==> src/rtl/text_buffer_writer_pkg.sv <==
// Shared constants, ASCII codes and state/command encodings for the text-buffer writer.
package text_pkg;

   localparam int TXT_COLS   = 70;
   localparam int TXT_ROWS   = 30;
   localparam int TXT_ADDR_W = 12;

   localparam logic [7:0] CH_BS    = 8'h08;
   localparam logic [7:0] CH_LF    = 8'h0A;
   localparam logic [7:0] CH_FF    = 8'h0C;
   localparam logic [7:0] CH_CR    = 8'h0D;
   localparam logic [7:0] CH_SP    = 8'h20;
   localparam logic [7:0] CH_TILDE = 8'h7E;

   typedef enum logic [1:0] {
      CLEAR    = 2'd0,
      IDLE     = 2'd1,
      LINE_CLR = 2'd2
   } state_e;

   typedef enum logic [2:0] {
      CUR_HOLD = 3'd0,
      CUR_ADV  = 3'd1,
      CUR_NL   = 3'd2,
      CUR_BS   = 3'd3,
      CUR_HOME = 3'd4
   } cur_cmd_e;

   function automatic logic is_printable(input logic [7:0] c);
      return (c >= CH_SP) && (c <= CH_TILDE);
   endfunction

endpackage

==> src/rtl/text_buffer_writer_cursor_ctrl.sv <==
// Row/column cursor with advance, newline, backspace and home; exposes the
// registered linear address and the address it will take after this command.
module cursor_ctrl
   import text_pkg::*;
#(
   parameter int COLS   = TXT_COLS,
   parameter int ROWS   = TXT_ROWS,
   parameter int ADDR_W = TXT_ADDR_W
) (
   input  logic              clk,
   input  logic              reset_n,
   input  cur_cmd_e          cmd,
   output logic [ADDR_W-1:0] addr_q,
   output logic [ADDR_W-1:0] addr_d,
   output logic              row_adv
);

   localparam int COL_W = $clog2(COLS);
   localparam int ROW_W = $clog2(ROWS);
   localparam logic [COL_W-1:0] COL_LAST = COL_W'(COLS - 1);
   localparam logic [ROW_W-1:0] ROW_LAST = ROW_W'(ROWS - 1);

   logic [COL_W-1:0] col_q, col_d;
   logic [ROW_W-1:0] row_q, row_d;
   logic [ROW_W-1:0] row_next;

   // The screen never scrolls: stepping past the last row lands on row 0.
   assign row_next = (row_q == ROW_LAST) ? '0 : row_q + ROW_W'(1);

   always_comb begin
      col_d   = col_q;
      row_d   = row_q;
      row_adv = 1'b0;
      case (cmd)
         CUR_ADV: begin
            if (col_q == COL_LAST) begin
               col_d   = '0;
               row_d   = row_next;
               row_adv = 1'b1;
            end else begin
               col_d = col_q + COL_W'(1);
            end
         end
         CUR_NL: begin
            col_d   = '0;
            row_d   = row_next;
            row_adv = 1'b1;
         end
         CUR_BS: begin
            if (col_q != '0) begin
               col_d = col_q - COL_W'(1);
            end else if (row_q != '0) begin
               row_d = row_q - ROW_W'(1);
               col_d = COL_LAST;
            end
         end
         CUR_HOME: begin
            col_d = '0;
            row_d = '0;
         end
         default: ;
      endcase
      addr_d = ADDR_W'(row_d) * ADDR_W'(COLS) + ADDR_W'(col_d);
   end

   always_ff @(posedge clk or negedge reset_n) begin
      if (!reset_n) begin
         col_q  <= '0;
         row_q  <= '0;
         addr_q <= '0;
      end else begin
         col_q  <= col_d;
         row_q  <= row_d;
         addr_q <= addr_d;
      end
   end

endmodule

==> src/rtl/text_buffer_writer.sv <==
// Character-RAM writer for the text display: screen clear, printable/newline/backspace/form-feed.
// Build option LINE_CLEAR_EN: blank each newly entered row before accepting more text.
module text_buffer_writer
   import text_pkg::*;
#(
   parameter int COLS   = TXT_COLS,
   parameter int ROWS   = TXT_ROWS,
   parameter int ADDR_W = TXT_ADDR_W
) (
   input  logic              clk,
   input  logic              reset_n,
   input  logic              char_valid,
   input  logic [7:0]        char_in,
   output logic              char_ready,
   output logic              wr_en,
   output logic [ADDR_W-1:0] wr_addr,
   output logic [7:0]        wr_data,
   output logic [ADDR_W-1:0] cursor_addr,
   output logic              busy
);

   // state    | meaning
   // CLEAR    | sweep 0x00 over every cell, one per cycle
   // IDLE     | accept and decode one code per cycle
   // LINE_CLR | sweep 0x00 over the row the cursor just entered

   localparam logic [ADDR_W-1:0] CELL_LAST = ADDR_W'(COLS * ROWS - 1);
   localparam logic [ADDR_W-1:0] COL_LAST  = ADDR_W'(COLS - 1);

   state_e            state_q, state_d;
   logic [ADDR_W-1:0] clr_cnt_q, clr_cnt_d;
   logic              wr_en_q, wr_en_d;
   logic [ADDR_W-1:0] wr_addr_q, wr_addr_d;
   logic [7:0]        wr_data_q, wr_data_d;
   logic              char_ready_q, char_ready_d;
   logic              busy_q, busy_d;

   cur_cmd_e          cur_cmd;
   logic [ADDR_W-1:0] cur_addr_q;
   logic [ADDR_W-1:0] cur_addr_nxt;
   logic              row_adv;
   logic              accept;

   cursor_ctrl #(
      .COLS   (COLS),
      .ROWS   (ROWS),
      .ADDR_W (ADDR_W)
   ) u_cursor (
      .clk     (clk),
      .reset_n (reset_n),
      .cmd     (cur_cmd),
      .addr_q  (cur_addr_q),
      .addr_d  (cur_addr_nxt),
      .row_adv (row_adv)
   );

`ifndef LINE_CLEAR_EN
   logic unused_row_adv;
   assign unused_row_adv = row_adv;
`endif

   assign accept = char_valid && char_ready_q;

   always_comb begin
      state_d   = state_q;
      clr_cnt_d = clr_cnt_q;
      wr_en_d   = 1'b0;
      wr_addr_d = wr_addr_q;
      wr_data_d = wr_data_q;
      cur_cmd   = CUR_HOLD;
      case (state_q)
         CLEAR: begin
            wr_en_d   = 1'b1;
            wr_addr_d = clr_cnt_q;
            wr_data_d = 8'h00;
            if (clr_cnt_q == CELL_LAST) begin
               clr_cnt_d = '0;
               state_d   = IDLE;
            end else begin
               clr_cnt_d = clr_cnt_q + ADDR_W'(1);
            end
         end
         IDLE: begin
            if (accept) begin
               if (is_printable(char_in)) begin
                  wr_en_d   = 1'b1;
                  wr_addr_d = cur_addr_q;
                  wr_data_d = char_in;
                  cur_cmd   = CUR_ADV;
               end else if (char_in == CH_CR || char_in == CH_LF) begin
                  cur_cmd = CUR_NL;
               end else if (char_in == CH_BS) begin
                  // Backspace blanks the cell it moves onto, not the one it leaves.
                  wr_en_d   = 1'b1;
                  wr_addr_d = cur_addr_nxt;
                  wr_data_d = 8'h00;
                  cur_cmd   = CUR_BS;
               end else if (char_in == CH_FF) begin
                  cur_cmd   = CUR_HOME;
                  clr_cnt_d = '0;
                  state_d   = CLEAR;
               end
`ifdef LINE_CLEAR_EN
               if (row_adv) begin
                  clr_cnt_d = '0;
                  state_d   = LINE_CLR;
               end
`endif
            end
         end
`ifdef LINE_CLEAR_EN
         LINE_CLR: begin
            wr_en_d   = 1'b1;
            wr_addr_d = cur_addr_q + clr_cnt_q;
            wr_data_d = 8'h00;
            if (clr_cnt_q == COL_LAST) begin
               clr_cnt_d = '0;
               state_d   = IDLE;
            end else begin
               clr_cnt_d = clr_cnt_q + ADDR_W'(1);
            end
         end
`endif
         default: begin
            clr_cnt_d = '0;
            state_d   = CLEAR;
         end
      endcase
      // Ready only while settled in IDLE; the cycle showing the last sweep write stays busy.
      char_ready_d = (state_q == IDLE) && (state_d == IDLE);
      busy_d       = !char_ready_d;
   end

   always_ff @(posedge clk or negedge reset_n) begin
      if (!reset_n) begin
         state_q      <= CLEAR;
         clr_cnt_q    <= '0;
         wr_en_q      <= 1'b0;
         wr_addr_q    <= '0;
         wr_data_q    <= 8'h00;
         char_ready_q <= 1'b0;
         busy_q       <= 1'b1;
      end else begin
         state_q      <= state_d;
         clr_cnt_q    <= clr_cnt_d;
         wr_en_q      <= wr_en_d;
         wr_addr_q    <= wr_addr_d;
         wr_data_q    <= wr_data_d;
         char_ready_q <= char_ready_d;
         busy_q       <= busy_d;
      end
   end

   assign char_ready  = char_ready_q;
   assign wr_en       = wr_en_q;
   assign wr_addr     = wr_addr_q;
   assign wr_data     = wr_data_q;
   assign cursor_addr = cur_addr_q;
   assign busy        = busy_q;

endmodule
==> config.mk <==
export PLATFORM = sky130hd
export DESIGN_NAME = text_buffer_writer
export DESIGN_NICKNAME = d
export VERILOG_FILES = /design/src/rtl/text_buffer_writer_pkg.sv /design/src/rtl/text_buffer_writer_cursor_ctrl.sv /design/src/rtl/text_buffer_writer.sv
export SDC_FILE = /design/constraint.sdc
export NUM_CORES = 1
export LEC_CHECK = 0
export CAP_MARGIN = 20
export CORE_MARGIN = 2
export CORE_UTILIZATION = 47
export CTS_CLUSTER_DIAMETER = 200
export DETAILED_ROUTE_END_ITERATION = 8
export DONT_BUFFER_PORTS = 1
export PLACE_DENSITY = 0.7
export SLEW_MARGIN = 5
export SYNTH_ARGS = -nofsm -noshare
export SYNTH_HDL_FRONTEND = slang
export SYNTH_HIERARCHICAL = 1
export SYNTH_SLANG_ARGS = --single-unit
==> constraint.sdc <==
create_clock -name clk -period 6.2 [get_ports clk]
set_input_delay 1.24 -clock clk [delete_from_list [all_inputs] [get_ports clk]]
set_output_delay 1.24 -clock clk [all_outputs]
set_load 0.1 [all_outputs]
# Yosys cells after proc, flatten, opt, wreduce, memory -nomap -nowiden
# Index checks and enable logic that the tools add are counted.
# totals
output_inout_bits	35
regBits	61
# op_classes
magnitude_cmp	2
reduce_logical	12
muxes	44
add_sub_neg	6
n_eq_ne	20
multipliers	1
# ops
cell	n
$mux 12	10
$pmux 12 s2	2
$eq 8x4->1 const B	4
$mux 8	4
$mux 7	3
$pmux 7 s3	1
$mux 5	4
$pmux 5 s4	1
$mux 3	6
$pmux 8 s2	1
$add 12x1->12 const B	1
$add 12x7->12	1
$eq 12x12->1 const B	1
$mux 2	6
$mul 5x6->11 const B	1
$ne 2x2->1 const B	5
$ge 8x6->1 const B	1
$le 8x7->1 const B	1
$add 7x1->7 const B	1
$eq 7x7->1 const B	1
$reduce_bool 7->1	1
$sub 7x1->7 const B	1
$eq 3x2->1 const B	2
$ne 3x3->1 const B	2
18 further kinds	24

# Longest topological paths before layout
# Gate-level depths: netlist of run 1.
# logic_depth
depth_word	16
ltp_mapped	26
mapped_depth_nobuf	26

# Cells and area by module
# The synthesis of run 1 kept the hierarchy.
# by_module_without_submodules
mod	n_inst	area_per_inst_um2	cells_per_inst
cursor_ctrl	1	2089.5	227
text_buffer_writer	1	1991.9	210

# Worst setup path before layout of run 1
# No wires, ideal clock.
# synth_path
path_kind	input-to-reg
start	input char_in[4]
end	register wr_addr_q[11] (netlist: wr_addr[11])
arrival_time_ps	6822
path_stages	25
required_ps	6118
setup_ps	82
path_slack_ps	-704
n_path_buf	0
cell_sequence	or4b_4 -> o41ai_1 -> a21oi_1 -> nor2_1 -> or2b_2 -> a211oi_2 -> a311o_1 -> a311oi_1 -> nor2_1 -> inv_1 -> ha_1 -> inv_1 -> ha_1 -> ha_1 -> xor2_1 -> ha_1 -> o21a_1 -> o31a_1 -> o22ai_1 -> or3_2 -> nor2b_4 -> nor4b_1 -> a211o_1 -> nand3_1 -> a31oi_1
# synth_via
elab_cells_between_ends	31
# synth_lines
element	line	rtl
start, declared	text_buffer_writer.sv:13	input logic [7:0] char_in,
parallel branches: the longest is 3 deep, another holds $ge 8x6->1	-	
$mux 3 (*)	text_buffer_writer.sv:85	if (is_printable(char_in)) begin
$mux 3 (*)	text_buffer_writer.sv:84	if (accept) begin
$mux 3 (*)	text_buffer_writer.sv:71	case (state_q)
via cur_cmd[0]	text_buffer_writer.sv:38	cur_cmd_e cur_cmd;
$eq 3x3->1, or another cell as far along	text_buffer_writer_cursor_ctrl.sv:34	case (cmd)
$pmux 5 s4 (*)	text_buffer_writer_cursor_ctrl.sv:34	
via u_cursor.row_d[3]	text_buffer_writer_cursor_ctrl.sv:24	logic [ROW_W-1:0] row_q, row_d;
$mul 5x6->11 (*)	text_buffer_writer_cursor_ctrl.sv:63	addr_d = ADDR_W'(row_d) * ADDR_W'(COLS) + ADDR_W'(col_d);
$add 12x7->12 (*)	text_buffer_writer_cursor_ctrl.sv:63	
via cur_addr_nxt[11]	text_buffer_writer.sv:40	logic [ADDR_W-1:0] cur_addr_nxt;
$mux 12 (*)	text_buffer_writer.sv:92	end else if (char_in == CH_BS) begin
$mux 12 (*)	text_buffer_writer.sv:90	end else if (char_in == CH_CR || char_in == CH_LF) begin
$mux 12 (*)	text_buffer_writer.sv:85	
$mux 12 (*)	text_buffer_writer.sv:84	
$pmux 12 s2 (*)	text_buffer_writer.sv:71	
end signal, assigned	text_buffer_writer.sv:147	wr_addr_q <= wr_addr_d;
end, declared	text_buffer_writer.sv:33	logic [ADDR_W-1:0] wr_addr_q, wr_addr_d;
# Mark *: on every way through the listed nets, which the timed path passes. The select of a mux whose other input is x is not followed.
# A chain may end at the register's enable or synchronous reset.

# Final worst setup path of run 1
# Ends and elaborated chain as after synthesis.

==> results of run 1 <==
==> layout by cell type (no fill, tap or decap), drive strengths merged, types with 9 or more instances in the layout <==
master	n
nand3	24
xnor2	9
nand2	26
o21ai	17
dfrtp	59
ha	27
clkbuf	11
nor4	16
nor3	10
a31oi	21
buf	56
a21oi	21
nor2	26
inv	28
a22oi	13
==> state kept, by name (all words and copies together) (netlist names) <==
| register | cells |
|---|---|
| char_ready | 1 |
| wr_addr | 12 |
| busy | 1 |
| u_cursor/col_q | 7 |
| u_cursor/row_q | 5 |
| wr_data | 8 |
| clr_cnt_q | 12 |
| u_cursor/addr_q | 11 |
| state_q | 2 |
| wr_en | 1 |
==> worst max-delay path, stage by stage <==
cell and delay [ns]:
or4b_4 0.54, o41ai_2 0.21, a21oi_1 0.11, nor2_2 0.21, or2b_4 0.32, a211oi_4 0.18
a311o_1 0.23, a311oi_2 0.06, buf_4 0.16, nor2_4 0.11, inv_2 0.05, ha_4 0.27
inv_4 0.03, ha_4 0.23, ha_4 0.26, xor2_1 0.16, ha_1 0.30, o21a_1 0.12
o31a_1 0.16, o22ai_2 0.09, or3_4 0.36, nor2b_4 0.12, o21ai_0 0.10, a211o_1 0.29
nand3_1 0.07, a31oi_1 0.09
==> how the worst max path moves through the flow <==
stage,endpoint,slack (ns),cells past startpoint
2_1_floorplan,wr_addr[11]$_DFFE_PN0P_,-0.01,25
3_3_place_gp,wr_addr[10]$_DFFE_PN0P_,-0.16,27
3_5_place_dp,wr_addr[11]$_DFFE_PN0P_,-0.23,26
4_1_cts,wr_addr[11]$_DFFE_PN0P_,0.11,24
5_1_grt,wr_addr[10]$_DFFE_PN0P_,-0.02,27
6_report,wr_addr[11]$_DFFE_PN0P_,0.28,26
==> cells by family after synthesis <==
family / after synthesis / share of synthesized area, %
and+or+nand+nor: 151 / 21.9
buffers and inverters: 49 / 5.61
xor gates and xnor gates: 17 / 3.65
adders and majority gates: 29 / 9.26
muxes: 9 / 2.24
other: 1 / 0.0919
DFF: 60 / 36.8
AOI/OAI and AO/OA: 121 / 20.5
==> per-stage QoR <==
step                total power [mW]  cell area, um2  setup TNS [ns]  hold WS, ns
floorplan                      0.523            4170         -0.0130        0.494
global placement               0.531            4550          -0.370        0.579
detailed placement             0.533            4550          -0.587        0.589
CTS                            0.865            4740               0        0.574
global route                   0.894            4880         -0.0225        0.561
finish                         0.862            4880               0        0.584
==> cells in the mapped netlist, types with 4 or more instances <==
library cell  instances
nand2_1              25
dfrtp_1              59
a21oi_1              21
and3_1                7
nor2_1               25
xor2_1                8
ha_1                 27
nor3_1               10
or3_1                 4
o21bai_1              4
o21ai_0              17
nand3_1              24
xnor2_1               9
o211ai_1              4
a31oi_1              21
inv_1                28
nand2b_1              6
nor2b_1               4
buf_4                 5
a211oi_1              6
clkbuf_1             10
nand4_1               4
a22oi_1              13
mux2i_1               8
nor4_1               15
a22o_1                4
==> power breakdown <==
part | switching (mW) | leakage [nW] | internal (mW)
Combinational | 0.0244 | 1.34 | 0.0204
Clock | 0.151 | 0.0931 | 0.183
Sequential | 0.0790 | 0.804 | 0.404
==> timing repair <==
action,4_1_cts,5_1_grt
endpoints found under the setup margin,0,3
buffers inserted,0,4
resized for setup,0,23
==> layer usage <==
metal,share of wire (%),wire (um),global-route usage [%],vias up
met1,43,4520,29.0,1747
met3,6.2,650,6.26,23
met5,0,0,0,-
li1,-,-,-,1729
met2,49,5210,37.6,143
met4,1.7,184,6.61,0
==> cell type report <==
type | count | share of cell area [%]
clock buffers | 11 | 2.69
multi-input cells | 328 | 51.8
clock inverters | 5 | 1.08
repair buffers | 56 | 8.77
well taps | 105 | 2.69
flip-flops and latches | 60 | 30.8
inverters | 28 | 2.20
==> impl_results.md, run 1 <==
- RR Endpoint: wr_addr[11]$_DFFE_PN0P_
- First-pass GRT wire length: 17,600 um
- Register area share after synthesis: 36.8%
- Ys flop type: dfrtp_1
- Core area: 8300 um2
- Async set-reset flop share out of synthesis: 100%
- Most area-hungry cell type in the Yosys netlist: dfrtp_1
- Non-Filler Instances: 593
- Post-synth EDFFs: 0
- Status: completed
- Crit end category: register
- Critical Path Source: char_in[4]
- Clock Latency Late Sink: 0.35 ns
- Starting DRT DRC Count: 442
- Area contributors post-synth: dfrtp_1 (36%), ha_1 (8.3%), a31oi_1 (3.2%)
- Setup Skew: 0.00891 ns
- CTS tree: built
- Final Util: 58.8%
- Min Clock Period, post-route: 5.92 ns
- Multi-input logic area: 2530 um2
- Area share of the largest cell type after synthesis: 36.2%
- PnR worst setup slack: 0.284 ns
- Number of fill cells in the layout: 723
- Antenna Nets Post-Route: 0
- Final setup fails: 0
- HPWL after detailed placement: 7880 um
- VDD IR max: 0.0906 mV
- Grt ovf: 0
- Mapped Area: 4080 um2
- Register area: 1500 um2
- Initial antenna violation count: 0
- Reg-to-Reg Start: state_q[1]$_DFF_PN0_
- DP Worst Slack: -0.227 ns
- Final Max Tran Viols: 0
- Synth-to-Final Area Change: 19.6%
- Die W: 97.2 um
- Critical Path RT: 6.37 ns
- Post-Route WL: 10,600 um
- Crit path arrival time: 6.09 ns
- Site Rows: 33
- Worst relative slew slack: 34.3%
- Yosys reg bits: 60
- Cts hold-fix bufs: 0
- Synthesized instance count: 437
- Initial Util: 49.2%
- DRC: 0
- Clock root buffer: clkbuf_8
- FMAX: 169 MHz
- Num CTS Buffers: 9
- Crit share post-route: 95.4%
- Routed WL per cell: 17.8 um
- Worst-path maximum fanout: 5
- Leakage: 2.24 nW
- CTS max path bufs: 2
- Max-cap check violation count: 0
- H-tree levels: 3
- Vias: 3,642
- Reg2reg path depth: 26
- Pin count of the biggest net entering global routing: 61
- Unrepaired setup endpoints after global routing: yes
- Vias in the first global route: 3,527
- Setup CP Type: input pin to register
- Final nets: 523
- DP Cell Count: 571
- Vias per cell: 6.14
- Worst Setup Start Kind: input pin
- First-pass DRT Iterations: 5
- Cell variety after synth: 72
- Die H: 97.2 um
- Full die area: 9440 um2
- Clk sinks: 60
- Fin. Hold Viols: 0
- Worst-Margin Slew: 0.986 ns
- Gpl congestion: 0.889
- Synth Net Count: 477
- Syn Area/Cell: 9.34 um2
- Total GRT Usage: 22.7%
- Worst-path clk slew: 0.07 ns
- I/O pin count: 46
- Port Buffers: 0
- # diodes: 0
- Yosys warning count: 6
- Share of layout cells above drive strength 1: 24.0%
- FF-to-FF setup slack: 0.99 ns
- Power Density: 177 nW/um2
- Hold Crit Class: input pin to asynchronous set/reset pin
(Power assumes the default switching activity.)
==> inputs of run 2 (changes only) <==
--- a/config.mk
+++ b/config.mk
@@ -7,11 +7,12 @@
 export LEC_CHECK = 0
 export CAP_MARGIN = 20
 export CORE_MARGIN = 2
-export CORE_UTILIZATION = 47
+export CORE_UTILIZATION = 35
 export CTS_CLUSTER_DIAMETER = 200
+export CTS_CLUSTER_SIZE = 24
 export DETAILED_ROUTE_END_ITERATION = 8
 export DONT_BUFFER_PORTS = 1
-export PLACE_DENSITY = 0.7
+export PLACE_DENSITY = 0.57
 export SLEW_MARGIN = 5
 export SYNTH_ARGS = -nofsm -noshare
 export SYNTH_HDL_FRONTEND = slang
==> constraint.sdc (replaced) <==
create_clock -name clk -period 5.9 [get_ports clk]
set_input_delay 1.18 -clock clk [delete_from_list [all_inputs] [get_ports clk]]
set_output_delay 1.18 -clock clk [all_outputs]
set_load 0.1 [all_outputs]
==> impl_results.md, run 2 (synthesis gave the netlist of run 1 again) <==
- H-tree levels: 3
- Antenna Nets Post-Route: 0
- Full die area: 12,500 um2
- Non-Filler Instances: 643
- Pin count of the biggest net entering global routing: 61
- Setup tns final: 0 ns
- Gpl congestion: 0.881
- First-pass DRT Iterations: 6
- Die H: 112 um
- Worst Setup Start Kind: input pin
- Crit path arrival time: 6.13 ns
- Initial Util: 35.7%
- Reg2reg path depth: 24
- Critical Path RT: 6.14 ns
- CTS tree: built
- # diodes: 0
- HPWL after detailed placement: 8250 um
- Setup CP Type: input pin to register
- Worst relative slew slack: 28.8%
- Total GRT Usage: 18.1%
- Setup Skew: 0.00772 ns
- Final setup fails: 0
- Min Clock Period, post-route: 5.89 ns
- Vias per cell: 5.69
- Max-cap check violation count: 0
- Core area: 11,400 um2
- FMAX: 170 MHz
- Share of layout cells above drive strength 1: 25.8%
- Clock root buffer: clkbuf_16
- First-pass GRT wire length: 18,400 um
- Reg-to-Reg Start: state_q[1]$_DFF_PN0_
- Final Util: 44.9%
- Hold Crit Class: input pin to asynchronous set/reset pin
- Final Cell Area: 5130 um2
- Crit end category: register
- Power Density: 202 nW/um2
- Site Rows: 39
- CTS max path bufs: 2
- Most common cell after layout, fill and taps aside: buf_4
- Post-Route WL: 11,100 um
- Num CTS Buffers: 9
- I/O pin count: 46
- Grt ovf: 0
- Slowest stage delay, CP: 0.55 ns
- Vias in the first global route: 3,671
- VDD IR max: 0.187 mV
- Placed Instance Area: 4710 um2
- Die W: 112 um
- Highest-count cells in the layout ignoring fill and taps: buf_4 (67), dfrtp_1 (59), inv_1 (26)
- Initial antenna violation count: 0
- Port Buffers: 0
- Critical Path Source: char_in[4]
- Crit share post-route: 99.9%
- Slowest CP cell: fa_1
- Leakage: 2.37 nW
- Starting DRT DRC Count: 408
- Critical Path, Cell by Cell: or4b_4 > o41ai_2 > a21oi_1 > nor2_2 > buf_4 > nand4b_4 > a311o_1 > o32a_1 > ha_1 > inv_2 > ha_4 > inv_2 > fa_1 > xor2_1 > ha_2 > or2_4 > o22ai_2 > or3_4 > nor2b_4 > nor4b_4 > a211o_1 > nand3_1 > a31oi_1
- Most frequent CP cell: inv_2
- Cts hold-fix bufs: 0
- Status: completed
- Worst-path clk slew: 0.05 ns
- Hold slack final: 0.551 ns
- Fin. Hold Viols: 0
- Clk sinks: 60
- Worst-path maximum fanout: 5
- PnR worst setup slack: 0.00880 ns
- Final nets: 535
- Synth-to-Final Area Change: 25.6%
- Unrepaired setup endpoints after global routing: yes
- DP Worst Slack: -0.417 ns
- Vias: 3,659
- DRC: 0
- Worst-Margin Slew: 1.07 ns
- Clock Latency Late Sink: 0.32 ns
- Power, Total: 1.04 mW
- Routed WL per cell: 17.3 um
- Final Max Tran Viols: 0
- DP Cell Count: 621
==> run 2: cell types whose count changed in the layout (fill, tap and decap cells not counted), sizes merged <==
cell and change:
clkinv +1, clkbuf +1, buf +12, bufinv -1, clkinvlp -1
==> run 2: layout make-up <==
cell class / count / area, um2
clock buffers: 12 / 256
clock inverters: 4 / 23.8
fillers: 1111 / 6290
inverters: 28 / 105
multi-input cells: 328 / 2540
flip-flops and latches: 60 / 1500
well taps: 143 / 179
repair buffers: 68 / 514
==> run 2: power breakdown <==
group          switching, mW  total, mW  internal, mW
clock                  0.177      0.482         0.305
combinational         0.0256     0.0469        0.0213
sequential            0.0832      0.508         0.425
==> run 2: repair_timing <==
item                                    4_1_cts  5_1_grt
buffers inserted                              4        3
gates resized for setup                       7       10
pin swaps                                     8        9
endpoints found under the setup margin        4        8
==> run 2: final timing paths <==
path,slack [ns],to
max in group asynchronous,5.16,busy$_DFF_PN1_
setup reg to reg,0.61,wr_addr[11]$_DFFE_PN0P_
hold / removal,0.55,wr_addr[0]$_DFFE_PN0P_
min in group clk,0.60,clr_cnt_q[2]$_DFFE_PN0P_
setup / recovery,0.009,wr_addr[11]$_DFFE_PN0P_
hold reg to reg,0.60,clr_cnt_q[2]$_DFFE_PN0P_
==> run 2: per-layer routing <==
metal / wire, um / GRT usage (%) / vias up
met4: 180 / 6.26 / 0
li1: - / - / 1756
met3: 584 / 3.86 / 12
met1: 4990 / 23.5 / 1795
met5: 0 / 0 / -
met2: 5350 / 30.1 / 96
==> run 2: worst max-delay path: cells and delay by family <==
| family | cells | cell delay (ns) |
|---|---|---|
| compound gates | 7 | 1.49 |
| xor+xnor | 1 | 0.17 |
| fa+ha+maj | 4 | 1.21 |
| buf+inv | 3 | 0.26 |
| simple gates | 8 | 1.80 |
==> inputs of run 3 (changes only) <==
==> constraint.sdc (replaced) <==
create_clock -name clk -period 5.7 [get_ports clk]
set_input_delay 1.14 -clock clk [delete_from_list [all_inputs] [get_ports clk]]
set_output_delay 1.14 -clock clk [all_outputs]
set_load 0.1 [all_outputs]
==> impl_results.md, run 3 (synthesis gave the netlist of run 1 again) <==
- Grt ovf: 0
- Pin count of the biggest net entering global routing: 61
- Num CTS Buffers: 9
- Status: finished, violations left
- Power Density: 206 nW/um2
- Crit end category: register
- Hold slack final: 0.509 ns
- Reg-to-Reg Start: state_q[1]$_DFF_PN0_
- Worst relative slew slack: 32.4%
- Worst-path clk slew: 0.05 ns
- Max-cap check violation count: 0
- H-tree levels: 3
- FF-to-FF setup slack: 0.41 ns
- Final Max Tran Viols: 0
- Setup CP Type: input pin to register
- Starting DRT DRC Count: 294
- FMAX: 171 MHz
- Worst Setup Start Kind: input pin
- Buf+Inv Stages, Crit Path: 3
- Die H: 112 um
- Share of layout cells above drive strength 1: 27.4%
- Crit share post-route: 103%
- Critical Path RT: 5.94 ns
- Setup tns final: -0.491 ns
- Vias: 3,683
- Slowest CP cell: or4b_4
- Synth-to-Final Area Change: 28.0%
- # diodes: 0
- Setup Skew: 0.0109 ns
- I/O pin count: 46
- PnR worst setup slack: -0.162 ns
- Unrepaired setup endpoints after global routing: yes
- Most common cell after layout, fill and taps aside: buf_4
- Fin. Hold Viols: 0
- Post-Route WL: 11,300 um
- Clock root buffer: clkbuf_16
- Final Cell Area: 5220 um2
- VDD IR max: 0.201 mV
- Gpl congestion: 0.898
- Total GRT Usage: 18.2%
- Port Buffers: 0
- Vias in the first global route: 3,575
- Critical Path, Cell by Cell: or4b_4 > or3_4 > nor2_2 > buf_4 > nor2_2 > xor2_1 > a311o_1 > o32a_1 > ha_4 > inv_2 > ha_4 > inv_2 > fa_1 > xor2_1 > ha_2 > or2_4 > o22ai_2 > or3_4 > nor2b_4 > nor4b_4 > a211o_1 > nand3_1 > a31oi_1
- Highest-count cells in the layout ignoring fill and taps: buf_4 (69), dfrtp_1 (59), nand2_1 (25), inv_1 (25), nand3_1 (23)
- Routed WL per cell: 17.5 um
- Power, Total: 1.08 mW
- First-pass GRT wire length: 18,600 um
- Hold Crit Class: input pin to asynchronous set/reset pin
- Die W: 112 um
- RR Endpoint: wr_addr[11]$_DFFE_PN0P_
- Placed Instance Area: 4710 um2
- Worst-path maximum fanout: 6
- Final Util: 45.7%
- CTS max path bufs: 2
- Failing checks: negative setup slack
- HPWL after detailed placement: 8360 um
- Crit path arrival time: 6.10 ns
- Core area: 11,400 um2
- Cts hold-fix bufs: 0
- CTS tree: built
- Initial antenna violation count: 0
- DRC: 0
- Site Rows: 39
- Worst-Margin Slew: 1.01 ns
- Final setup fails: 5
- Vias per cell: 5.69
- Reg2reg path depth: 23
- Final nets: 539
- Min Clock Period, post-route: 5.86 ns
- Clk sinks: 60
- Full die area: 12,500 um2
- First-pass DRT Iterations: 5
- Top cell family by delay on the critical path: simple AND/OR/NAND/NOR gates
- Clock Latency Late Sink: 0.33 ns
- Initial Util: 35.7%
- Antenna Nets Post-Route: 0
- Slowest stage delay, CP: 0.56 ns
- Leakage: 2.41 nW
## run 3: cell types whose count changed in the layout (fill, tap and decap cells not counted), sizes merged
cell and delta:
buf +4, clkinv -4, clkbuf +3, clkinvlp +1
## run 3: worst reg2reg max path: cells and delay by family (launching register included)
family / cells / cell delay [ns]
compound gates: 5 / 1.18
simple gates: 9 / 1.75
flops: 1 / 0.46
buf+inv: 3 / 0.23
xor+xnor: 2 / 0.38
fa+ha+maj: 4 / 1.19
## run 3: stage by stage
stage | std cells | setup WS, ns
detailed placement | 622 | -0.497
finish | 647 | -0.162
CTS | 643 | -0.104
global placement | 622 | -0.410
global route | 647 | -0.489
floorplan | 437 | -0.404
## run 3: power breakdown
part	switching [mW]	internal, mW
sequential	0.0859	0.440
clock	0.181	0.318
combinational	0.0274	0.0231
total	0.295	0.781
## run 3: timing repair
item | 4_1_cts | 5_1_grt
setup endpoints to repair | 4 | 10
pin swaps | 7 | 14
gates resized for setup | 6 | 23
buffers inserted | 5 | 3
gates cloned | 0 | 0
## run 3: final cells by class
class | count | area (um2)
clock buffers | 15 | 268
clock inverters | 1 | 7.51
fillers | 1096 | 6190
inverters | 28 | 105
multi-input cells | 328 | 2610
flip-flops and latches | 60 | 1500
well taps | 143 | 179
repair buffers | 72 | 552
## run 3: worst max-delay path by stage
stage	startpoint	to	slack (ns)	depth (start not counted)
final	char_in[4]	wr_addr[11]$_DFFE_PN0P_	-0.16	23
after global routing	char_in[4]	wr_addr[11]$_DFFE_PN0P_	-0.49	25
after CTS	char_in[4]	wr_addr[11]$_DFFE_PN0P_	-0.10	25
after detailed placement	char_in[4]	wr_addr[11]$_DFFE_PN0P_	-0.50	23
after global placement	char_in[4]	wr_addr[11]$_DFFE_PN0P_	-0.41	23
after floorplan	char_in[4]	wr_addr[11]$_DFFE_PN0P_	-0.40	25
## run 3: metal layers
metal | global-route usage [%] | routed length [um] | vias to the layer above
met5 | 0 | 0 | -
met4 | 5.28 | 85 | 0
met2 | 30.6 | 5500 | 110
met3 | 2.89 | 568 | 8
li1 | - | - | 1756
met1 | 24.5 | 5160 | 1809
